===== src/rtl/mesi_isc_proto_mon.sv =====
// Passive MESI ISC protocol monitor: per-port broadcast/snoop trackers and sticky error log.
// Optional broadcast statistics outputs are enabled by defining MESI_ISC_MON_STATS_EN.
module mesi_isc_proto_mon #(
   parameter int CPU_COUNT      = 4,
   parameter int ADDR_WIDTH     = 32,
   parameter int MBUS_CMD_WIDTH = 3,
   parameter int CBUS_CMD_WIDTH = 3,
   parameter int TIMEOUT_CYCLES = 64,
   parameter int TIMER_WIDTH    = 7,
   parameter int ERR_CNT_WIDTH  = 8
) (
   input  logic                                clk,
   input  logic                                rst,
   input  logic                                clr_i,
   input  logic [CPU_COUNT*MBUS_CMD_WIDTH-1:0] mbus_cmd_i,
   input  logic [CPU_COUNT*ADDR_WIDTH-1:0]     mbus_addr_i,
   input  logic [CPU_COUNT-1:0]                mbus_ack_i,
   input  logic [CPU_COUNT*CBUS_CMD_WIDTH-1:0] cbus_cmd_i,
   input  logic [ADDR_WIDTH-1:0]               cbus_addr_i,
   input  logic [CPU_COUNT-1:0]                cbus_ack_i,
`ifdef MESI_ISC_MON_STATS_EN
   output logic [15:0]                         stat_bcast_cnt_o,
   output logic [TIMER_WIDTH-1:0]              stat_max_lat_o,
`endif
   output logic [7:0]                          err_o,
   output logic [2:0]                          err_first_code_o,
   output logic [2:0]                          err_first_port_o,
   output logic [ERR_CNT_WIDTH-1:0]            err_cnt_o,
   output logic                                busy_o
);

   localparam logic [MBUS_CMD_WIDTH-1:0] MBUS_WR       = MBUS_CMD_WIDTH'(1);
   localparam logic [MBUS_CMD_WIDTH-1:0] MBUS_WR_BROAD = MBUS_CMD_WIDTH'(3);
   localparam logic [MBUS_CMD_WIDTH-1:0] MBUS_RD_BROAD = MBUS_CMD_WIDTH'(4);
   localparam logic [CBUS_CMD_WIDTH-1:0] CBUS_NOP      = CBUS_CMD_WIDTH'(0);
   localparam logic [CBUS_CMD_WIDTH-1:0] CBUS_EN_RD    = CBUS_CMD_WIDTH'(4);
   localparam logic [TIMER_WIDTH-1:0]    TIMER_LAST    = TIMER_WIDTH'(TIMEOUT_CYCLES - 1);

   typedef enum logic {BC_IDLE, BC_PEND} bc_state_t;
   typedef enum logic {SN_IDLE, SN_WAIT} sn_state_t;

   bc_state_t                 bc_state   [CPU_COUNT];
   bc_state_t                 bc_state_n [CPU_COUNT];
   logic [TIMER_WIDTH-1:0]    bc_timer   [CPU_COUNT];
   logic [TIMER_WIDTH-1:0]    bc_timer_n [CPU_COUNT];
   logic [MBUS_CMD_WIDTH-1:0] bc_cmd     [CPU_COUNT];
   logic [MBUS_CMD_WIDTH-1:0] bc_cmd_n   [CPU_COUNT];
   logic [ADDR_WIDTH-1:0]     bc_addr    [CPU_COUNT];
   logic [ADDR_WIDTH-1:0]     bc_addr_n  [CPU_COUNT];

   sn_state_t                 sn_state   [CPU_COUNT];
   sn_state_t                 sn_state_n [CPU_COUNT];
   logic [TIMER_WIDTH-1:0]    sn_timer   [CPU_COUNT];
   logic [TIMER_WIDTH-1:0]    sn_timer_n [CPU_COUNT];
   logic [CBUS_CMD_WIDTH-1:0] sn_cmd     [CPU_COUNT];
   logic [CBUS_CMD_WIDTH-1:0] sn_cmd_n   [CPU_COUNT];
   logic [ADDR_WIDTH-1:0]     sn_addr    [CPU_COUNT];
   logic [ADDR_WIDTH-1:0]     sn_addr_n  [CPU_COUNT];

   logic [CPU_COUNT-1:0]      ack_q;
   logic [CPU_COUNT-1:0]      ev_port [8];
   logic [7:0]                ev;
   logic [2:0]                first_code;
   logic [2:0]                first_port;
   logic                      code_found;
   logic                      port_found;

   logic [MBUS_CMD_WIDTH-1:0] mc;
   logic [ADDR_WIDTH-1:0]     ma;
   logic [CBUS_CMD_WIDTH-1:0] cc;
   logic                      is_bcast;
   logic                      is_snoop;
   int unsigned               wr_cnt;

`ifdef MESI_ISC_MON_STATS_EN
   int unsigned               done_cnt;
   logic [TIMER_WIDTH-1:0]    lat_max;
   logic [16:0]               bcast_sum;
`endif

   // Tracker next-state and per-port error events
   always_comb begin
      wr_cnt   = 0;
      mc       = '0;
      ma       = '0;
      cc       = '0;
      is_bcast = 1'b0;
      is_snoop = 1'b0;
`ifdef MESI_ISC_MON_STATS_EN
      done_cnt = 0;
      lat_max  = '0;
`endif
      for (int unsigned c = 0; c < 8; c++) ev_port[c] = '0;

      for (int unsigned i = 0; i < CPU_COUNT; i++) begin
         bc_state_n[i] = bc_state[i];
         bc_timer_n[i] = bc_timer[i];
         bc_cmd_n[i]   = bc_cmd[i];
         bc_addr_n[i]  = bc_addr[i];
         sn_state_n[i] = sn_state[i];
         sn_timer_n[i] = sn_timer[i];
         sn_cmd_n[i]   = sn_cmd[i];
         sn_addr_n[i]  = sn_addr[i];

         mc       = mbus_cmd_i[i*MBUS_CMD_WIDTH +: MBUS_CMD_WIDTH];
         ma       = mbus_addr_i[i*ADDR_WIDTH +: ADDR_WIDTH];
         cc       = cbus_cmd_i[i*CBUS_CMD_WIDTH +: CBUS_CMD_WIDTH];
         is_bcast = (mc == MBUS_WR_BROAD) || (mc == MBUS_RD_BROAD);
         is_snoop = (cc != CBUS_NOP) && (cc <= CBUS_EN_RD);

         if (mc > MBUS_RD_BROAD)             ev_port[0][i] = 1'b1;
         if (cc > CBUS_EN_RD)                ev_port[1][i] = 1'b1;
         if (mc == MBUS_WR)                  wr_cnt++;
         if (mbus_ack_i[i] && ack_q[i])      ev_port[3][i] = 1'b1;

         case (bc_state[i])
            BC_IDLE: begin
               if (is_bcast) begin
                  if (!mbus_ack_i[i]) begin
                     bc_state_n[i] = BC_PEND;
                     bc_timer_n[i] = '0;
                     bc_cmd_n[i]   = mc;
                     bc_addr_n[i]  = ma;
                  end
`ifdef MESI_ISC_MON_STATS_EN
                  else done_cnt++;
`endif
               end else if (mbus_ack_i[i]) begin
                  ev_port[4][i] = 1'b1;
               end
            end
            BC_PEND: begin
               if (mc != bc_cmd[i] || ma != bc_addr[i]) ev_port[6][i] = 1'b1;
               if (mbus_ack_i[i]) begin
                  bc_state_n[i] = BC_IDLE;
`ifdef MESI_ISC_MON_STATS_EN
                  done_cnt++;
                  if (bc_timer[i] + 1'b1 > lat_max) lat_max = bc_timer[i] + 1'b1;
`endif
               end else if (bc_timer[i] == TIMER_LAST) begin
                  ev_port[5][i] = 1'b1;
                  bc_state_n[i] = BC_IDLE;
               end else begin
                  bc_timer_n[i] = bc_timer[i] + 1'b1;
               end
            end
            default: bc_state_n[i] = BC_IDLE;
         endcase

         case (sn_state[i])
            SN_IDLE: begin
               if (is_snoop && !cbus_ack_i[i]) begin
                  sn_state_n[i] = SN_WAIT;
                  sn_timer_n[i] = '0;
                  sn_cmd_n[i]   = cc;
                  sn_addr_n[i]  = cbus_addr_i;
               end
            end
            SN_WAIT: begin
               if (cc != sn_cmd[i] || cbus_addr_i != sn_addr[i]) ev_port[6][i] = 1'b1;
               if (cbus_ack_i[i]) begin
                  sn_state_n[i] = SN_IDLE;
               end else if (sn_timer[i] == TIMER_LAST) begin
                  ev_port[7][i] = 1'b1;
                  sn_state_n[i] = SN_IDLE;
               end else begin
                  sn_timer_n[i] = sn_timer[i] + 1'b1;
               end
            end
            default: sn_state_n[i] = SN_IDLE;
         endcase
      end

      if (wr_cnt > 1) ev_port[2][0] = 1'b1;
   end

   // Lowest class wins, then lowest port within that class
   always_comb begin
      first_code = '0;
      first_port = '0;
      code_found = 1'b0;
      port_found = 1'b0;
      for (int unsigned c = 0; c < 8; c++) ev[c] = |ev_port[c];
      for (int unsigned c = 0; c < 8; c++) begin
         if (!code_found && ev[c]) begin
            code_found = 1'b1;
            first_code = 3'(c);
            for (int unsigned p = 0; p < CPU_COUNT; p++) begin
               if (!port_found && ev_port[c][p]) begin
                  port_found = 1'b1;
                  first_port = 3'(p);
               end
            end
         end
      end
   end

   always_ff @(posedge clk) begin
      if (rst) begin
         ack_q <= '0;
         for (int unsigned i = 0; i < CPU_COUNT; i++) begin
            bc_state[i] <= BC_IDLE;
            bc_timer[i] <= '0;
            bc_cmd[i]   <= '0;
            bc_addr[i]  <= '0;
            sn_state[i] <= SN_IDLE;
            sn_timer[i] <= '0;
            sn_cmd[i]   <= '0;
            sn_addr[i]  <= '0;
         end
      end else begin
         ack_q <= mbus_ack_i;
         for (int unsigned i = 0; i < CPU_COUNT; i++) begin
            bc_state[i] <= bc_state_n[i];
            bc_timer[i] <= bc_timer_n[i];
            bc_cmd[i]   <= bc_cmd_n[i];
            bc_addr[i]  <= bc_addr_n[i];
            sn_state[i] <= sn_state_n[i];
            sn_timer[i] <= sn_timer_n[i];
            sn_cmd[i]   <= sn_cmd_n[i];
            sn_addr[i]  <= sn_addr_n[i];
         end
      end
   end

   always_ff @(posedge clk) begin
      if (rst || clr_i) begin
         err_o            <= '0;
         err_first_code_o <= '0;
         err_first_port_o <= '0;
         err_cnt_o        <= '0;
      end else begin
         err_o <= err_o | ev;
         if (err_o == '0 && ev != '0) begin
            err_first_code_o <= first_code;
            err_first_port_o <= first_port;
         end
         if (ev != '0 && err_cnt_o != '1) err_cnt_o <= err_cnt_o + 1'b1;
      end
   end

   always_comb begin
      busy_o = 1'b0;
      for (int unsigned i = 0; i < CPU_COUNT; i++)
         if (bc_state[i] != BC_IDLE || sn_state[i] != SN_IDLE) busy_o = 1'b1;
   end

`ifdef MESI_ISC_MON_STATS_EN
   assign bcast_sum = {1'b0, stat_bcast_cnt_o} + 17'(done_cnt);

   always_ff @(posedge clk) begin
      if (rst || clr_i) begin
         stat_bcast_cnt_o <= '0;
         stat_max_lat_o   <= '0;
      end else begin
         stat_bcast_cnt_o <= bcast_sum[16] ? '1 : bcast_sum[15:0];
         if (lat_max > stat_max_lat_o) stat_max_lat_o <= lat_max;
      end
   end
`endif

endmodule


===== config.mk =====
export PLATFORM = sky130hd
export DESIGN_NAME = mesi_isc_proto_mon
export DESIGN_NICKNAME = d
export VERILOG_FILES = /design/src/rtl/mesi_isc_proto_mon.sv
export SDC_FILE = /design/constraint.sdc
export NUM_CORES = 1
export LEC_CHECK = 0
export CORE_ASPECT_RATIO = 2
export CORE_MARGIN = 4
export CORE_UTILIZATION = 51
export CTS_CLUSTER_DIAMETER = 50
export DETAILED_ROUTE_END_ITERATION = 7
export PLACE_DENSITY = 0.77
export SETUP_SLACK_MARGIN = 0.5
export SLEW_MARGIN = 15
export SYNTH_ARGS = -nofsm -noshare
export SYNTH_HDL_FRONTEND = slang
export SYNTH_SLANG_ARGS = --single-unit

===== constraint.sdc =====
create_clock -name clk -period 3.55 [get_ports clk]
set_input_delay 0.71 -clock clk [delete_from_list [all_inputs] [get_ports clk]]
set_output_delay 0.71 -clock clk [all_outputs]
set_load 0.01 [all_outputs]

# Yosys cells after proc, flatten, opt, wreduce, memory -nomap -nowiden
# Memories as Yosys holds them, arrays and structs flattened.
# Index checks and enable logic that the tools add are counted.
# op_classes
n_addsub	12
n_mul	0
n_div	0
n_lt_le_gt_ge	13
eq_ne	37
shift	0
muxes	326
bitwise_logic	41
n_reduce_logical	118
# ops
op	count
$mux W32	31
$ne A32 B32 Y1	8
$mux W7	36
$mux W3	69
$mux W1	174
$pmux W7 S2	8
$add A32 B1 Y32 const B	3
$add A7 B1 Y7 const B	8
$eq A7 B6 Y1 const B	8
$logic_and A1 B1 Y1	49
$logic_not A1 Y1	39
$gt A32 B1 Y1 const B	1
$or A1 B1 Y1	32
$reduce_or A4 Y1	7
$gt A3 B3 Y1 const B	8
$ne A3 B3 Y1	8
$logic_or A1 B1 Y1	17
$pmux W1 S2	8
$eq A3 B1 Y1 const B	4
$eq A3 B2 Y1 const B	4
$eq A3 B3 Y1 const B	4
$le A3 B3 Y1 const B	4
$reduce_bool A3 Y1	4
$add A8 B1 Y8 const B	1
5 further kinds	12
# word_totals
reg_bits	26
latchBits	0
ramBits	344
mem_bits_ro	0
inputBits	195
output_inout_bits	23
elab_cells	560
mem_count	8
# memory_table
name	depth	word_bits	read_ports	rd_ports_with_merged_regs	wr	line	text
bc_addr	4	32	4	0	4	48	logic [ADDR_WIDTH-1:0] bc_addr [CPU_COUNT];
sn_addr	4	32	4	0	4	57	logic [ADDR_WIDTH-1:0] sn_addr [CPU_COUNT];
bc_timer	4	7	4	0	4	44	logic [TIMER_WIDTH-1:0] bc_timer [CPU_COUNT];
sn_timer	4	7	4	0	4	53	logic [TIMER_WIDTH-1:0] sn_timer [CPU_COUNT];
bc_cmd	4	3	4	0	4	46	logic [MBUS_CMD_WIDTH-1:0] bc_cmd [CPU_COUNT];
sn_cmd	4	3	4	0	4	55	logic [CBUS_CMD_WIDTH-1:0] sn_cmd [CPU_COUNT];
2 more memories	-	-	-	-	-	-	

# Depth between registers and ports, before layout
# depth
ltp_word	116
mapped_depth	17
depth_no_buf	15

# Least setup slack after synthesis
# OpenSTA, ideal clock, no wires.
# synth_path
path_type	input port to flip-flop
from	input mbus_cmd_i[5]
to	register err_cnt_o[7]
setup_ps	72
t_arrival_ps	3350
t_required_ps	3478
setup_slack_ps	129
path_stages	13
path_buffers	1
cell_sequence	or3b_2 inv_1 ha_1 xor2_1 ha_1 nor3_1 mux2i_1 a211o_1 nor3_4 nand4_2 buf_6 nand3_1 mux2i_1
# synth_between
elab_chain_len	10
elab_cells_between_ends	26
classes_between	add/sub: 2; order compare: 2; eq/ne: 4; mux: 11; reduce/logical: 7
# synth_lines
element	line	text
from (decl)	15	input logic [CPU_COUNT*MBUS_CMD_WIDTH-1:0] mbus_cmd_i,
$eq A3 B1 Y1	113	if (mc == MBUS_WR) wr_cnt++;
$mux W32	113	
$add A32 B1 Y32	113	
$mux W32	113	
$add A32 B1 Y32	113	
$mux W32	113	
$gt A32 B1 Y1	174	if (wr_cnt > 1) ev_port[2][0] = 1'b1;
$mux W1	174	
$reduce_bool A8 Y1 *	238	if (ev != '0 && err_cnt_o != '1) err_cnt_o <= err_cnt_o + 1'b1;
$logic_and A1 B1 Y1 *	238	
to (signal assigned)	238	
to (decl)	28	output logic [ERR_CNT_WIDTH-1:0] err_cnt_o,
# Mark *: on every way between the ends. The rest lies on a longest branch, timed or not.
# A chain may end at the register's enable or synchronous reset.

# Worst setup path after layout
# layout_path
from	input cbus_addr_i[0]
to	register err_cnt_o[6]
# layout_between
elab_chain_len	7
elab_cells_between_ends	19
classes_between	eq/ne: 4; mux: 8; reduce/logical: 7
# layout_lines
element	line	text
from (decl)	19	input logic [ADDR_WIDTH-1:0] cbus_addr_i,
$ne A32 B32 Y1	160	if (cc != sn_cmd[i] || cbus_addr_i != sn_addr[i]) ev_port[6][i] = 1'b1;
$logic_or A1 B1 Y1	160	
$mux W1	160	
$mux W1	150	case (sn_state[i])
$reduce_or A4 Y1 *	183	for (int unsigned c = 0; c < 8; c++) ev[c] = |ev_port[c];
$reduce_bool A8 Y1 *	238	
$logic_and A1 B1 Y1 *	238	
# Marks and branches as above.

==> reports/qor.yml <==
synthFlopType: "dfxtp_1"
multiInputGateArea_mm2: 0.009570
synth_area_leaders: "dfxtp_1 43%, xor2_1 14%, nand2_1 12%"
yosysWarnings: 0
dpl_worst_slack_ns: -0.4716
worstSetupPathType: "input port to flop"
num-nets-final: 2590
grt_first_pass_wirelength_um: 78110
cts_buffers: 35
synth_area_mm2: 0.01735
synth_top_area_cell: "dfxtp_1"
rsz0062_at_grt: "yes"
drc: 0
synth.most_common_cell: "nand2_1"
io_pins: 218
die-area_mm2: 0.03721
dr_total_vias: 15590
ys_top_cells_by_count: "540 x nand2_1, 369 x dfxtp_1, 275 x xor2_1, 270 x a21oi_1, 114 x nor2_1"
tightest_slew_ns: 1.140
grt_max_degree: 85
cts_tree: "built"
synth_top_area_share_pct: 42.58
antenna_found_initial: 5
hold_viol_final: 0
cts_hold_buffers: 0
fin_ws_ns: 0.5364
grtUsageTotal_pct: 25.73
drtAntennaViolNets: 0
seq_area_mm2: 0.007387
drtIter0Drc: 819
finalSetupViolCount: 0
p_leak_uw: 0.008627
drt-vias-per-instance: 5.481
drive_gt1_share_pct: 10.34
htreeDepth: 2
fin_util_pct: 65.33
gp_congestion: 0.9179
final_max_slew_viol_count: 0
core-area_mm2: 0.03364
crit_path_max_fanout: 6
clkTransAtPathRegs_ns: 0.06
cts_buffer_depth: 3
hpwl_um: 36700
fmax_ghz: 0.3318
start_util_pct: 51.58
cp-end-kind: "flop"
detail_route.wl_per_cell_um: 17.65
async_flop_share_pct: 0
num_rows: 95
peakVddDrop_uv: 439.4
clock_sinks: 369
avgSynthCellArea_um2: 8.127
synth_nets: 2346
synth_edf_count: 0
fin_crit_sh_pct: 84.89
timing.final.crit_period_ns: 3.014
die_w_um: 138.4
power_uw: 9633
wl_um: 50200
ys_types: 74
clk_latency_ns: 0.53
synthCells: 2135
portBuffers: 216
cts-root-buf: "clkbuf_16"
syn2layout_area_growth_pct: 26.66
final_area_mm2: 0.02198
grt_pass1_vias: 15430
worstPathRequired_ns: 3.94
cp-start-kind: "input port"
dr.pass1.iters: 8
drv_cap: 0
power_density_mw_per_mm2: 438.4
outcome: "completed"
die_h_um: 268.8
gr-total-overflow: 0
ys_ff_latch: 369
fin_skew_ns: 0.01258
ys_seq_area_share_pct: 42.58
min_path_type: "flop to flop"
num-fill-cells: 2804
slew_headroom_pct: 24.03
crit_arrival_ns: 3.41
post_dp_cell_area_mm2: 0.02051
## state kept, by name, indices dropped and copies added, names as in the netlist
| register | count |
|---|---|
| sn_addr | 128 |
| err_o | 8 |
| sn_state | 4 |
| bc_timer | 28 |
| bc_state | 4 |
| err_first_port_o | 2 |
| err_cnt_o | 8 |
| bc_addr | 128 |
| err_first_code_o | 3 |
| sn_cmd | 12 |
| bc_cmd | 12 |
| sn_timer | 28 |
| ack_q | 4 |
## logic make-up after synthesis
group | Yosys count | synth area share, %
AND/OR/NAND/NOR | 896 | 22.90
flip-flops | 369 | 42.58
AO/OA/AOI/OAI | 346 | 11.42
XOR/XNOR | 309 | 15.60
buffers and inverters | 155 | 3.836
multiplexers | 43 | 2.495
adder cells (fa/ha/maj) | 16 | 1.154
other | 1 | 0.02161
## metal layers
metal	routed length (um)	GRT usage, %
met1	17120	24.74
met2	27780	50.38
met3	1786	3.248
met4	3503	17.48
met5	0	0
## stage by stage
| step | TNS (ns) | cells | hold WS, ns |
|---|---|---|---|
| 2_1_floorplan | 0 | 2135 | 0.4104 |
| 3_3_place_gp | -4.248 | 2770 | 0.4200 |
| 3_5_place_dp | -4.596 | 2770 | 0.4242 |
| 4_1_cts | 0 | 2834 | 0.4328 |
| 5_1_grt | 0 | 2841 | 0.4663 |
| 6_report | 0 | 2844 | 0.4294 |
## repair_timing
| action | in CTS | in global routing |
|---|---|---|
| gates cloned | 1 | 0 |
| resized for setup | 30 | 34 |
| setup endpoints to repair | 13 | 13 |
| buffers inserted | 6 | 1 |
| pin swaps | 10 | 7 |
## area by class of cell
type / count / area share [%]
repair buffers: 345 / 14.78
diodes: 9 / 0.1025
multi-input cells: 1611 / 43.55
inverters: 17 / 0.2904
flip-flops and latches: 369 / 33.61
well taps: 436 / 2.482
clock buffers: 50 / 4.754
clock inverters: 7 / 0.4270
## critical path: stages
cell             delay, ns
clkdlybuf4s50_1       0.40
buf_4                 0.17
buf_4                 0.16
xor2_1                0.15
nor4_1                0.32
nand2_1               0.15
o41ai_4               0.36
and4_2                0.32
nand4_4               0.17
buf_12                0.20
a41oi_2               0.20
a311oi_2              0.06
## layout by cell type, fill, tap and decap left out, types with 6 or more instances in the layout
cell | netlist | layout
nand4_1 | 32 | 32
inv_1 | 17 | 14
buf_4 | 2 | 118
nand2b_1 | 7 | 7
dlygate4sd2_1 | 0 | 8
clkbuf_1 | 102 | 6
mux2i_1 | 41 | 40
nor2_1 | 114 | 114
nor3_1 | 35 | 30
clkbuf_16 | 0 | 37
clkbuf_8 | 0 | 7
or3_1 | 11 | 11
nand2_1 | 540 | 540
buf_12 | 0 | 8
xnor2_1 | 34 | 34
and3_1 | 10 | 10
dfxtp_1 | 369 | 369
o21ai_0 | 18 | 18
nor2b_1 | 9 | 9
nor4_2 | 0 | 12
a21oi_1 | 270 | 270
or2_2 | 7 | 7
clkdlybuf4s50_1 | 0 | 199
diode_2 | 0 | 9
ha_1 | 16 | 13
xor2_1 | 275 | 274
nand3_1 | 25 | 23
nor4_1 | 71 | 59
## power breakdown
part           leakage, uW  internal, uW  switching [uW]
Sequential         0.00300          4310             124
Clock             0.000560          2190            1600
Combinational      0.00507           635             775
Total              0.00863          7140            2500
## worst paths after layout
path                                startpoint             end  slack [ns]  cells after the start
worst max-delay path            cbus_addr_i[0]    err_cnt_o[6]        0.54                     12
worst min-delay path            bc_timer[0][6]  bc_timer[0][6]        0.43                      2
worst max register to register  bc_addr[1][13]    err_cnt_o[6]        0.91                     10
worst min register to register  bc_timer[0][6]  bc_timer[0][6]        0.43                      2
Note: power is estimated with default switching activity, not from simulation.
